==> config.mk <==
export PLATFORM = sky130hd
export DESIGN_NAME = sort_engine_arbiter_flat
export DESIGN_NICKNAME = d
export VERILOG_FILES = /design/src/rtl/sort_engine_arbiter_pkg.sv /design/src/rtl/sort_engine_arbiter_if.sv /design/src/rtl/sort_engine_arbiter_rr_arbiter.sv /design/src/rtl/sort_engine_arbiter.sv /design/src/flat_wrapper.sv
export SDC_FILE = /design/constraint.sdc
export NUM_CORES = 1
export LEC_CHECK = 0
export ABC_CLOCK_PERIOD_IN_PS = 2400
export CAP_MARGIN = 20
export CORE_ASPECT_RATIO = 1.4
export CORE_MARGIN = 4
export CORE_UTILIZATION = 36
export CTS_CLUSTER_DIAMETER = 100
export DETAILED_ROUTE_END_ITERATION = 16
export MAX_ROUTING_LAYER = met4
export PLACE_DENSITY_LB_ADDON = 0.15
export SYNTH_ARGS = -nofsm -noshare
export SYNTH_HDL_FRONTEND = slang
export SYNTH_SLANG_ARGS = --single-unit
==> constraint.sdc <==
create_clock -name clk_i -period 2.4 [get_ports clk_i]
set_input_delay 0.24 -clock clk_i [delete_from_list [all_inputs] [get_ports clk_i]]
set_output_delay 0.24 -clock clk_i [all_outputs]
set_load 0.01 [all_outputs]
==> src/rtl/sort_engine_arbiter_pkg.sv <==
// sort_arb_pkg: shared types and helpers for the sort engine arbiter.
//   arb_state_t : arbiter FSM states
//   rr_pick     : round-robin one-hot pick over up to MAX_REQ requesters
// Optional feature macro used by this slice: SORT_ARB_TRUNC_ERR_EN
package sort_arb_pkg;

    typedef enum logic [2:0] {
        IDLE,
        CLEAR,
        LOAD,
        RUN,
        DRAIN
    } arb_state_t;

    localparam int unsigned MAX_REQ   = 32;
    localparam int unsigned MAX_REQ_W = 5;

    // First set bit of req at or after ptr, wrapping at n; one-hot result.
    function automatic logic [MAX_REQ-1:0] rr_pick(
        input logic [MAX_REQ-1:0] req,
        input int unsigned        ptr,
        input int unsigned        n
    );
        logic [MAX_REQ-1:0] gnt;
        logic               found;
        logic [31:0]        idx;
        gnt   = '0;
        found = 1'b0;
        for (int unsigned i = 0; i < MAX_REQ; i++) begin
            if (i < n) begin
                idx = ptr + i;
                if (idx >= n) idx = idx - n;
                if (!found && req[idx[MAX_REQ_W-1:0]]) begin
                    gnt[idx[MAX_REQ_W-1:0]] = 1'b1;
                    found                   = 1'b1;
                end
            end
        end
        return gnt;
    endfunction

endpackage

==> src/rtl/sort_engine_arbiter_if.sv <==
// sort_engine_arbiter_if: all stream/engine signals of the arbiter.
//   in_*      : NUM_REQ ingress Avalon-ST sources (data packed per source)
//   eng_*     : sort engine write/control port and its sorted output stream
//   out_*     : tagged sorted stream towards downstream, busy_o status
// Modports: master = arbiter side, slave = surrounding environment.
interface sort_engine_arbiter_if #(
    parameter  int unsigned NUM_REQ = 2,
    parameter  int unsigned DWIDTH  = 8,
    localparam int unsigned TAG_W   = $clog2(NUM_REQ)
);
    logic [NUM_REQ-1:0]             in_valid_i;
    logic [NUM_REQ-1:0]             in_sop_i;
    logic [NUM_REQ-1:0]             in_eop_i;
    logic [NUM_REQ-1:0][DWIDTH-1:0] in_data_i;
    logic [NUM_REQ-1:0]             in_ready_o;

    logic                           eng_srst_o;
    logic                           eng_run_o;
    logic                           eng_wr_req_o;
    logic [DWIDTH-1:0]              eng_wr_data_o;
    logic [DWIDTH-1:0]              eng_out_data_i;
    logic                           eng_out_valid_i;
    logic                           eng_out_sop_i;
    logic                           eng_out_eop_i;
    logic                           eng_out_ready_o;

    logic [DWIDTH-1:0]              out_data_o;
    logic                           out_valid_o;
    logic                           out_sop_o;
    logic                           out_eop_o;
    logic                           out_ready_i;
    logic [TAG_W-1:0]               out_tag_o;
    logic                           out_err_o;
    logic                           busy_o;

    modport master (
        input  in_valid_i, in_sop_i, in_eop_i, in_data_i,
        output in_ready_o,
        output eng_srst_o, eng_run_o, eng_wr_req_o, eng_wr_data_o,
        input  eng_out_data_i, eng_out_valid_i, eng_out_sop_i, eng_out_eop_i,
        output eng_out_ready_o,
        output out_data_o, out_valid_o, out_sop_o, out_eop_o,
        input  out_ready_i,
        output out_tag_o, out_err_o, busy_o
    );

    modport slave (
        output in_valid_i, in_sop_i, in_eop_i, in_data_i,
        input  in_ready_o,
        input  eng_srst_o, eng_run_o, eng_wr_req_o, eng_wr_data_o,
        output eng_out_data_i, eng_out_valid_i, eng_out_sop_i, eng_out_eop_i,
        input  eng_out_ready_o,
        input  out_data_o, out_valid_o, out_sop_o, out_eop_o,
        output out_ready_i,
        input  out_tag_o, out_err_o, busy_o
    );
endinterface

==> src/rtl/sort_engine_arbiter_rr_arbiter.sv <==
// rr_arbiter: combinational round-robin pick.
//   req       : request vector (one bit per source)
//   ptr       : highest-priority index this round
//   gnt       : one-hot grant
//   gnt_valid : at least one request present
module rr_arbiter
    import sort_arb_pkg::*;
#(
    parameter  int unsigned NUM_REQ = 2,
    localparam int unsigned TAG_W   = $clog2(NUM_REQ)
) (
    input  logic [NUM_REQ-1:0] req,
    input  logic [TAG_W-1:0]   ptr,
    output logic [NUM_REQ-1:0] gnt,
    output logic               gnt_valid
);
    logic [MAX_REQ-1:0] pick;

    always_comb begin
        pick      = rr_pick(MAX_REQ'(req), 32'(ptr), NUM_REQ);
        gnt       = pick[NUM_REQ-1:0];
        gnt_valid = |gnt;
    end
endmodule

==> src/rtl/sort_engine_arbiter.sv <==
// sort_engine_arbiter: shares one sort engine between NUM_REQ packet sources.
// One packet = one sort job: round-robin grant, clear engine, stream words in,
// strobe run, then pass the sorted stream through tagged with the source index.
// Ports:
//   clk_i, rst_i : clock, asynchronous active-high reset
//   bus          : sort_engine_arbiter_if.master (ingress, engine, egress)
// Optional feature: define SORT_ARB_TRUNC_ERR_EN to flag oversize jobs on
// out_err_o at eop; otherwise out_err_o is 0 and excess words drop silently.
module sort_engine_arbiter
    import sort_arb_pkg::*;
#(
    parameter  int unsigned NUM_REQ = 2,
    parameter  int unsigned AWIDTH  = 5,
    parameter  int unsigned DWIDTH  = 8,
    localparam int unsigned TAG_W   = $clog2(NUM_REQ)
) (
    input logic                  clk_i,
    input logic                  rst_i,
    sort_engine_arbiter_if.master bus
);
    arb_state_t         state;
    logic [TAG_W-1:0]   rr_ptr;
    logic [TAG_W-1:0]   g;
    logic [TAG_W-1:0]   next_ptr;
    logic [AWIDTH:0]    wcnt;
    logic               srst;
    logic               run;
    logic               busy;
    logic [TAG_W-1:0]   tag;
`ifdef SORT_ARB_TRUNC_ERR_EN
    logic               trunc;
`endif

    logic [NUM_REQ-1:0] cand;
    logic [NUM_REQ-1:0] gnt;
    logic               gnt_valid;
    logic [TAG_W-1:0]   gnt_idx;
    logic               accept;
    logic               room;
    logic               drain;
    logic               out_fire;

    assign cand = bus.in_valid_i & bus.in_sop_i;

    rr_arbiter #(.NUM_REQ(NUM_REQ)) u_rr (
        .req       (cand),
        .ptr       (rr_ptr),
        .gnt       (gnt),
        .gnt_valid (gnt_valid)
    );

    always_comb begin
        gnt_idx = '0;
        for (int unsigned k = 0; k < NUM_REQ; k++) begin
            if (gnt[k]) gnt_idx = TAG_W'(k);
        end
    end

    // Top bit of wcnt set means the engine already holds 2^AWIDTH words.
    assign room     = ~wcnt[AWIDTH];
    assign accept   = (state == LOAD) && bus.in_valid_i[g] && !rst_i;
    assign drain    = (state == DRAIN);
    assign out_fire = drain && bus.eng_out_valid_i && bus.out_ready_i && bus.eng_out_eop_i;
    assign next_ptr = (g == TAG_W'(NUM_REQ - 1)) ? '0 : g + 1'b1;

    always_comb begin
        bus.in_ready_o = '0;
        if (!rst_i) begin
            case (state)
                // Stray non-sop words are swallowed so a source can resync.
                IDLE:    bus.in_ready_o = bus.in_valid_i & ~bus.in_sop_i;
                LOAD:    bus.in_ready_o[g] = 1'b1;
                default: bus.in_ready_o = '0;
            endcase
        end
    end

    always_comb begin
        bus.eng_wr_req_o    = accept && room;
        bus.eng_wr_data_o   = (accept && room) ? bus.in_data_i[g] : '0;
        bus.eng_srst_o      = srst;
        bus.eng_run_o       = run;
        bus.eng_out_ready_o = drain && bus.out_ready_i;
        bus.out_valid_o     = drain && bus.eng_out_valid_i;
        bus.out_sop_o       = drain && bus.eng_out_sop_i;
        bus.out_eop_o       = drain && bus.eng_out_eop_i;
        bus.out_data_o      = drain ? bus.eng_out_data_i : '0;
        bus.out_tag_o       = tag;
        bus.busy_o          = busy;
`ifdef SORT_ARB_TRUNC_ERR_EN
        bus.out_err_o       = trunc && drain && bus.eng_out_eop_i;
`else
        bus.out_err_o       = 1'b0;
`endif
    end

    // srst/run/busy/tag are registered alongside the state transition so they
    // line up exactly with CLEAR, RUN and state != IDLE.
    always_ff @(posedge clk_i or posedge rst_i) begin
        if (rst_i) begin
            state  <= IDLE;
            rr_ptr <= '0;
            g      <= '0;
            wcnt   <= '0;
            srst   <= 1'b0;
            run    <= 1'b0;
            busy   <= 1'b0;
            tag    <= '0;
`ifdef SORT_ARB_TRUNC_ERR_EN
            trunc  <= 1'b0;
`endif
        end else begin
            case (state)
                IDLE: begin
                    if (gnt_valid) begin
                        g     <= gnt_idx;
                        tag   <= gnt_idx;
                        srst  <= 1'b1;
                        busy  <= 1'b1;
                        state <= CLEAR;
                    end
                end
                CLEAR: begin
                    srst  <= 1'b0;
                    wcnt  <= '0;
`ifdef SORT_ARB_TRUNC_ERR_EN
                    trunc <= 1'b0;
`endif
                    state <= LOAD;
                end
                LOAD: begin
                    if (accept) begin
                        if (room) wcnt <= wcnt + 1'b1;
`ifdef SORT_ARB_TRUNC_ERR_EN
                        else trunc <= 1'b1;
`endif
                        if (bus.in_eop_i[g]) begin
                            run   <= 1'b1;
                            state <= RUN;
                        end
                    end
                end
                RUN: begin
                    run   <= 1'b0;
                    state <= DRAIN;
                end
                DRAIN: begin
                    if (out_fire) begin
                        rr_ptr <= next_ptr;
                        busy   <= 1'b0;
                        state  <= IDLE;
                    end
                end
                default: state <= IDLE;
            endcase
        end
    end
endmodule
==> src/flat_wrapper.sv <==
// flat-port wrapper written by rule: the top's interface ports become plain ports
module sort_engine_arbiter_flat import sort_arb_pkg::*;
#(
    parameter  int unsigned NUM_REQ = 2,
    parameter  int unsigned AWIDTH  = 5,
    parameter  int unsigned DWIDTH  = 8,
    localparam int unsigned TAG_W   = $clog2(NUM_REQ)
)
  (clk_i, rst_i, bus_in_valid_i, bus_in_sop_i, bus_in_eop_i, bus_in_data_i, bus_in_ready_o, bus_eng_srst_o, bus_eng_run_o, bus_eng_wr_req_o, bus_eng_wr_data_o, bus_eng_out_data_i, bus_eng_out_valid_i, bus_eng_out_sop_i, bus_eng_out_eop_i, bus_eng_out_ready_o, bus_out_data_o, bus_out_valid_o, bus_out_sop_o, bus_out_eop_o, bus_out_ready_i, bus_out_tag_o, bus_out_err_o, bus_busy_o);
  sort_engine_arbiter_if #(.NUM_REQ(NUM_REQ), .DWIDTH(DWIDTH)) bus_i ();
  input logic clk_i;
  input logic rst_i;
  input wire logic [$bits(bus_i.in_valid_i)-1:0] bus_in_valid_i;
  input wire logic [$bits(bus_i.in_sop_i)-1:0] bus_in_sop_i;
  input wire logic [$bits(bus_i.in_eop_i)-1:0] bus_in_eop_i;
  input wire logic [$bits(bus_i.in_data_i)-1:0] bus_in_data_i;
  output wire logic [$bits(bus_i.in_ready_o)-1:0] bus_in_ready_o;
  output wire logic [$bits(bus_i.eng_srst_o)-1:0] bus_eng_srst_o;
  output wire logic [$bits(bus_i.eng_run_o)-1:0] bus_eng_run_o;
  output wire logic [$bits(bus_i.eng_wr_req_o)-1:0] bus_eng_wr_req_o;
  output wire logic [$bits(bus_i.eng_wr_data_o)-1:0] bus_eng_wr_data_o;
  input wire logic [$bits(bus_i.eng_out_data_i)-1:0] bus_eng_out_data_i;
  input wire logic [$bits(bus_i.eng_out_valid_i)-1:0] bus_eng_out_valid_i;
  input wire logic [$bits(bus_i.eng_out_sop_i)-1:0] bus_eng_out_sop_i;
  input wire logic [$bits(bus_i.eng_out_eop_i)-1:0] bus_eng_out_eop_i;
  output wire logic [$bits(bus_i.eng_out_ready_o)-1:0] bus_eng_out_ready_o;
  output wire logic [$bits(bus_i.out_data_o)-1:0] bus_out_data_o;
  output wire logic [$bits(bus_i.out_valid_o)-1:0] bus_out_valid_o;
  output wire logic [$bits(bus_i.out_sop_o)-1:0] bus_out_sop_o;
  output wire logic [$bits(bus_i.out_eop_o)-1:0] bus_out_eop_o;
  input wire logic [$bits(bus_i.out_ready_i)-1:0] bus_out_ready_i;
  output wire logic [$bits(bus_i.out_tag_o)-1:0] bus_out_tag_o;
  output wire logic [$bits(bus_i.out_err_o)-1:0] bus_out_err_o;
  output wire logic [$bits(bus_i.busy_o)-1:0] bus_busy_o;
  assign bus_i.in_valid_i = bus_in_valid_i;
  assign bus_i.in_sop_i = bus_in_sop_i;
  assign bus_i.in_eop_i = bus_in_eop_i;
  assign bus_i.in_data_i = bus_in_data_i;
  assign bus_in_ready_o = bus_i.in_ready_o;
  assign bus_eng_srst_o = bus_i.eng_srst_o;
  assign bus_eng_run_o = bus_i.eng_run_o;
  assign bus_eng_wr_req_o = bus_i.eng_wr_req_o;
  assign bus_eng_wr_data_o = bus_i.eng_wr_data_o;
  assign bus_i.eng_out_data_i = bus_eng_out_data_i;
  assign bus_i.eng_out_valid_i = bus_eng_out_valid_i;
  assign bus_i.eng_out_sop_i = bus_eng_out_sop_i;
  assign bus_i.eng_out_eop_i = bus_eng_out_eop_i;
  assign bus_eng_out_ready_o = bus_i.eng_out_ready_o;
  assign bus_out_data_o = bus_i.out_data_o;
  assign bus_out_valid_o = bus_i.out_valid_o;
  assign bus_out_sop_o = bus_i.out_sop_o;
  assign bus_out_eop_o = bus_i.out_eop_o;
  assign bus_i.out_ready_i = bus_out_ready_i;
  assign bus_out_tag_o = bus_i.out_tag_o;
  assign bus_out_err_o = bus_i.out_err_o;
  assign bus_busy_o = bus_i.busy_o;
  sort_engine_arbiter #(.NUM_REQ(NUM_REQ), .AWIDTH(AWIDTH), .DWIDTH(DWIDTH)) u_core (.clk_i(clk_i), .rst_i(rst_i), .bus(bus_i));
endmodule
==> metrics.md <==
| Metric | Value |
|---|---|
| Hold/Removal Path Class | `primary input to async pin` |
| Count leader, synth | `nor2_1` |
| DR iter-0 viols | `23` |
| Sw Pwr | `585.6 uW` |
| Share of layout cells above drive strength 1 | `8.649%` |
| Peak fanout along the critical path | `10` |
| Most instantiated cells after synthesis | `nor2_1, dfrtp_1, and3_1, mux2i_1, nand3_1` |
| Die Y | `69.61 microns` |
| Yosys warns | `0` |
| GR Util All Layers | `18.56%` |
| Dominant cell type by area after synthesis | `dfrtp_1` |
| Post-DP HPWL | `2592 microns` |
| PwrDens | `831.5 mW/mm^2` |
| Crit path max-delay cell type | `clkdlybuf4s50_1` |
| Vias post-DR | `1177` |
| CP Class | `flop to output port` |
| Leakage | `0.0008947 uW` |
| Worst-Margin Slew | `514.6 ps` |
| DRC | `0` |
| Core Area | `0.002615 sq mm` |
| Max Cap Viol | `0` |
| Fin. Hold Viols | `0` |
| Worst stage delay on the critical path | `530 ps` |
| Clock buffer count from CTS | `3` |
| Clock power share | `8.8%` |
| Relative slew slack | `65.66%` |
| Maximum vdd drop | `0.5115 mV` |
| Post-synthesis sequential element count | `14` |
| Vias in the first global route | `1189` |
| Cell Area, Synth | `975.9 sq um` |
| Share of the synthesized area in the top cell type | `35.90%` |
| Net count, final | `224` |
| Max-slew violations | `0` |
| Clk buf depth | `2` |
| Row count | `22` |
| Status | `complete, no violations` |
| Clk slew on worst S/H paths | `80 ps` |
| Internal power | `841.7 uW` |
| Clk sinks | `14` |
| First-pass GRT wire length | `5230 microns` |
| Post-Syn Nets | `157` |
| Die area | `0.003620 sq mm` |
| Crit path launch type | `flop` |
| Fmax | `431.3 MHz` |
| Critical Path RT | `2160 ps` |
| Hold_buf cts | `0` |
| ANT nets after route | `0` |
| Sequential element share of the synthesized area | `35.90%` |
| Antenna violations before repair | `0` |
| Leading register cell type out of synthesis | `dfrtp_1` |
| Ant diodes | `0` |
| Final worst-path cycle share | `96.60%` |
| Die Width | `52.01 microns` |
| Sequential Power Share | `27.0%` |
| H-tree levels | `1` |
| Critical path data arrival time | `2080 ps` |
| Largest net degree at the start of global routing | `21` |
| Final wirelength | `3162 microns` |
| Starting Density | `37.32%` |
| Total power | `1427 uW` |
| Async SR Flop Fraction | `100.0%` |
| Tmin final | `2319 ps` |
| Synth top area cells | `dfrtp_1, mux2i_1, and3_1` |
| Top Family by Delay on Critical Path | `simple AND/OR/NAND/NOR gates` |
| DR WL/cell | `14.31 microns` |
| Gate power share | `64.1%` |
| I/O pins | `64` |
| Clock latency on the worst-skew pair | `270 ps` |
| Global route overflow | `0` |
| Post-synth EDFFs | `0` |
| Netlist cell types | `34` |
| Root buf cell | `clkbuf_4` |
| Crit. End Element | `output port` |
| CP bufs+invs | `2` |
| Setup skew after layout | `2.480 ps` |
| Count of input and output buffers | `62` |
| Crit path cell chain | `or3_1 > or3_4 > inv_2 > clkdlybuf4s50_1` |
| Mapped Cells | `120` |
| DRT Pass-1 Iters | `4` |
| Synthesized area per cell | `8.133 sq um` |
| CTS tree | `built` |
| Area Growth Syn to Fin | `75.90%` |
| Core Util, Final | `65.65%` |
| Via density | `5.326` |
| RSZ-0062 raised after global routing | `false` |
| Switching Share | `41.03%` |
| Endpoints failing setup | `0` |
| Routability Congestion | `0.7858` |
| Setup TNS | `0 ps` |
[worst reg2reg max path, cell delays in order (launching register included)]
cell and delay [ps]:
dfrtp_1 380, or3_1 390, or3_4 440, buf_4 180
or3_1 340, nand3_1 80
[final timing paths]
check | start | end | slack (ps) | cells after the start
max reg2reg | u_core.state[0]$_DFFE_PP0P_ | u_core.wcnt[4]$_DFFE_PP0P_ | 540 | 5
max in group asynchronous | rst_i | u_core.state[1]$_DFFE_PP0P_ | 1600 | 3
min reg2reg | u_core.wcnt[5]$_DFFE_PP0P_ | u_core.wcnt[5]$_DFFE_PP0P_ | 510 | 2
max | u_core.state[0]$_DFFE_PP0P_ | bus_eng_wr_req_o | 80 | 4
min in group clk_i | u_core.wcnt[5]$_DFFE_PP0P_ | u_core.wcnt[5]$_DFFE_PP0P_ | 510 | 2
min | rst_i | u_core.bus.eng_srst_o$_DFFE_PP0P_ | 460 | 3
[layout make-up]
class / instances / area (sq um)
fillers: 230 / 898.4
repair buffers: 72 / 711.9
multi-input cells: 93 / 575.6
flip-flops and latches: 14 / 350.3
well taps: 36 / 45.04
clock buffers: 3 / 22.52
inverters: 3 / 11.26
[power groups by stage]
stage | logic [uW] | registers, uW | clock network, uW
final | 916 | 386 | 126
after global routing | 1010 | 399 | 139
after CTS | 931 | 385 | 128
after detailed placement | 920 | 390 | 0
after global placement | 894 | 386 | 0
after floorplan | 515 | 396 | 0
[registers in the layout, summed over array words and instances, names as in the netlist]
name	cells
u_core.bus.busy_o	1
u_core.wcnt	6
u_core.rr_ptr	1
u_core.bus.eng_srst_o	1
u_core.state	3
u_core.g	1
u_core.bus.eng_run_o	1
[kinds of logic (layout without fill, tap and decap cells)]
kind of cell,Yosys count,after routing,share of synthesized area [%]
and+or+nand+nor,56,56,29.10
AOI/OAI and AO/OA,24,24,16.54
DFF,14,14,35.90
buffers and inverters,13,78,5.641
muxes,10,10,10.26
adders and majority gates,1,1,1.282
other,1,1,0.3842
xor gates and xnor gates,1,1,0.8976
[per-layer routing]
layer	vias up	track usage [%]	share of wire, %
li1	561	-	-
met1	556	20.81	37
met2	58	33.15	55
met3	2	3.441	7.1
met4	0	3.790	0.60
met5	-	-	0
[placed cells by master (no fill, tap or decap), types with 2 or more instances in the layout]
master	count
a21oi_1	6
a31oi_1	4
a41oi_1	2
and3_1	12
buf_4	10
clkbuf_4	3
clkdlybuf4s50_1	54
dfrtp_1	14
dlymetal6s2s_1	7
inv_1	2
mux2i_1	10
nand2_1	5
nand2b_1	2
nand3_1	9
nor2_1	18
nor3b_1	3
o21ai_0	3
o31ai_1	2
or3_1	2
[metrics by stage]
step	hold WS (ps)	instance area, sq um	setup slack, ps	instances
after global routing	522.5	1717	10.92	221
after global placement	471.8	1673	-4.240	218
final	455.4	1717	81.49	221
after CTS	477.7	1699	3.741	221
after floorplan	129.2	975.9	547.0	120
after detailed placement	494.8	1673	-56.15	218
[timing repair]
action                     CTS  global route
buffers inserted             0             0
resized for setup            2             7
setup endpoints to repair    9             7
No activity file was read; power rests on OpenSTA's default activity.
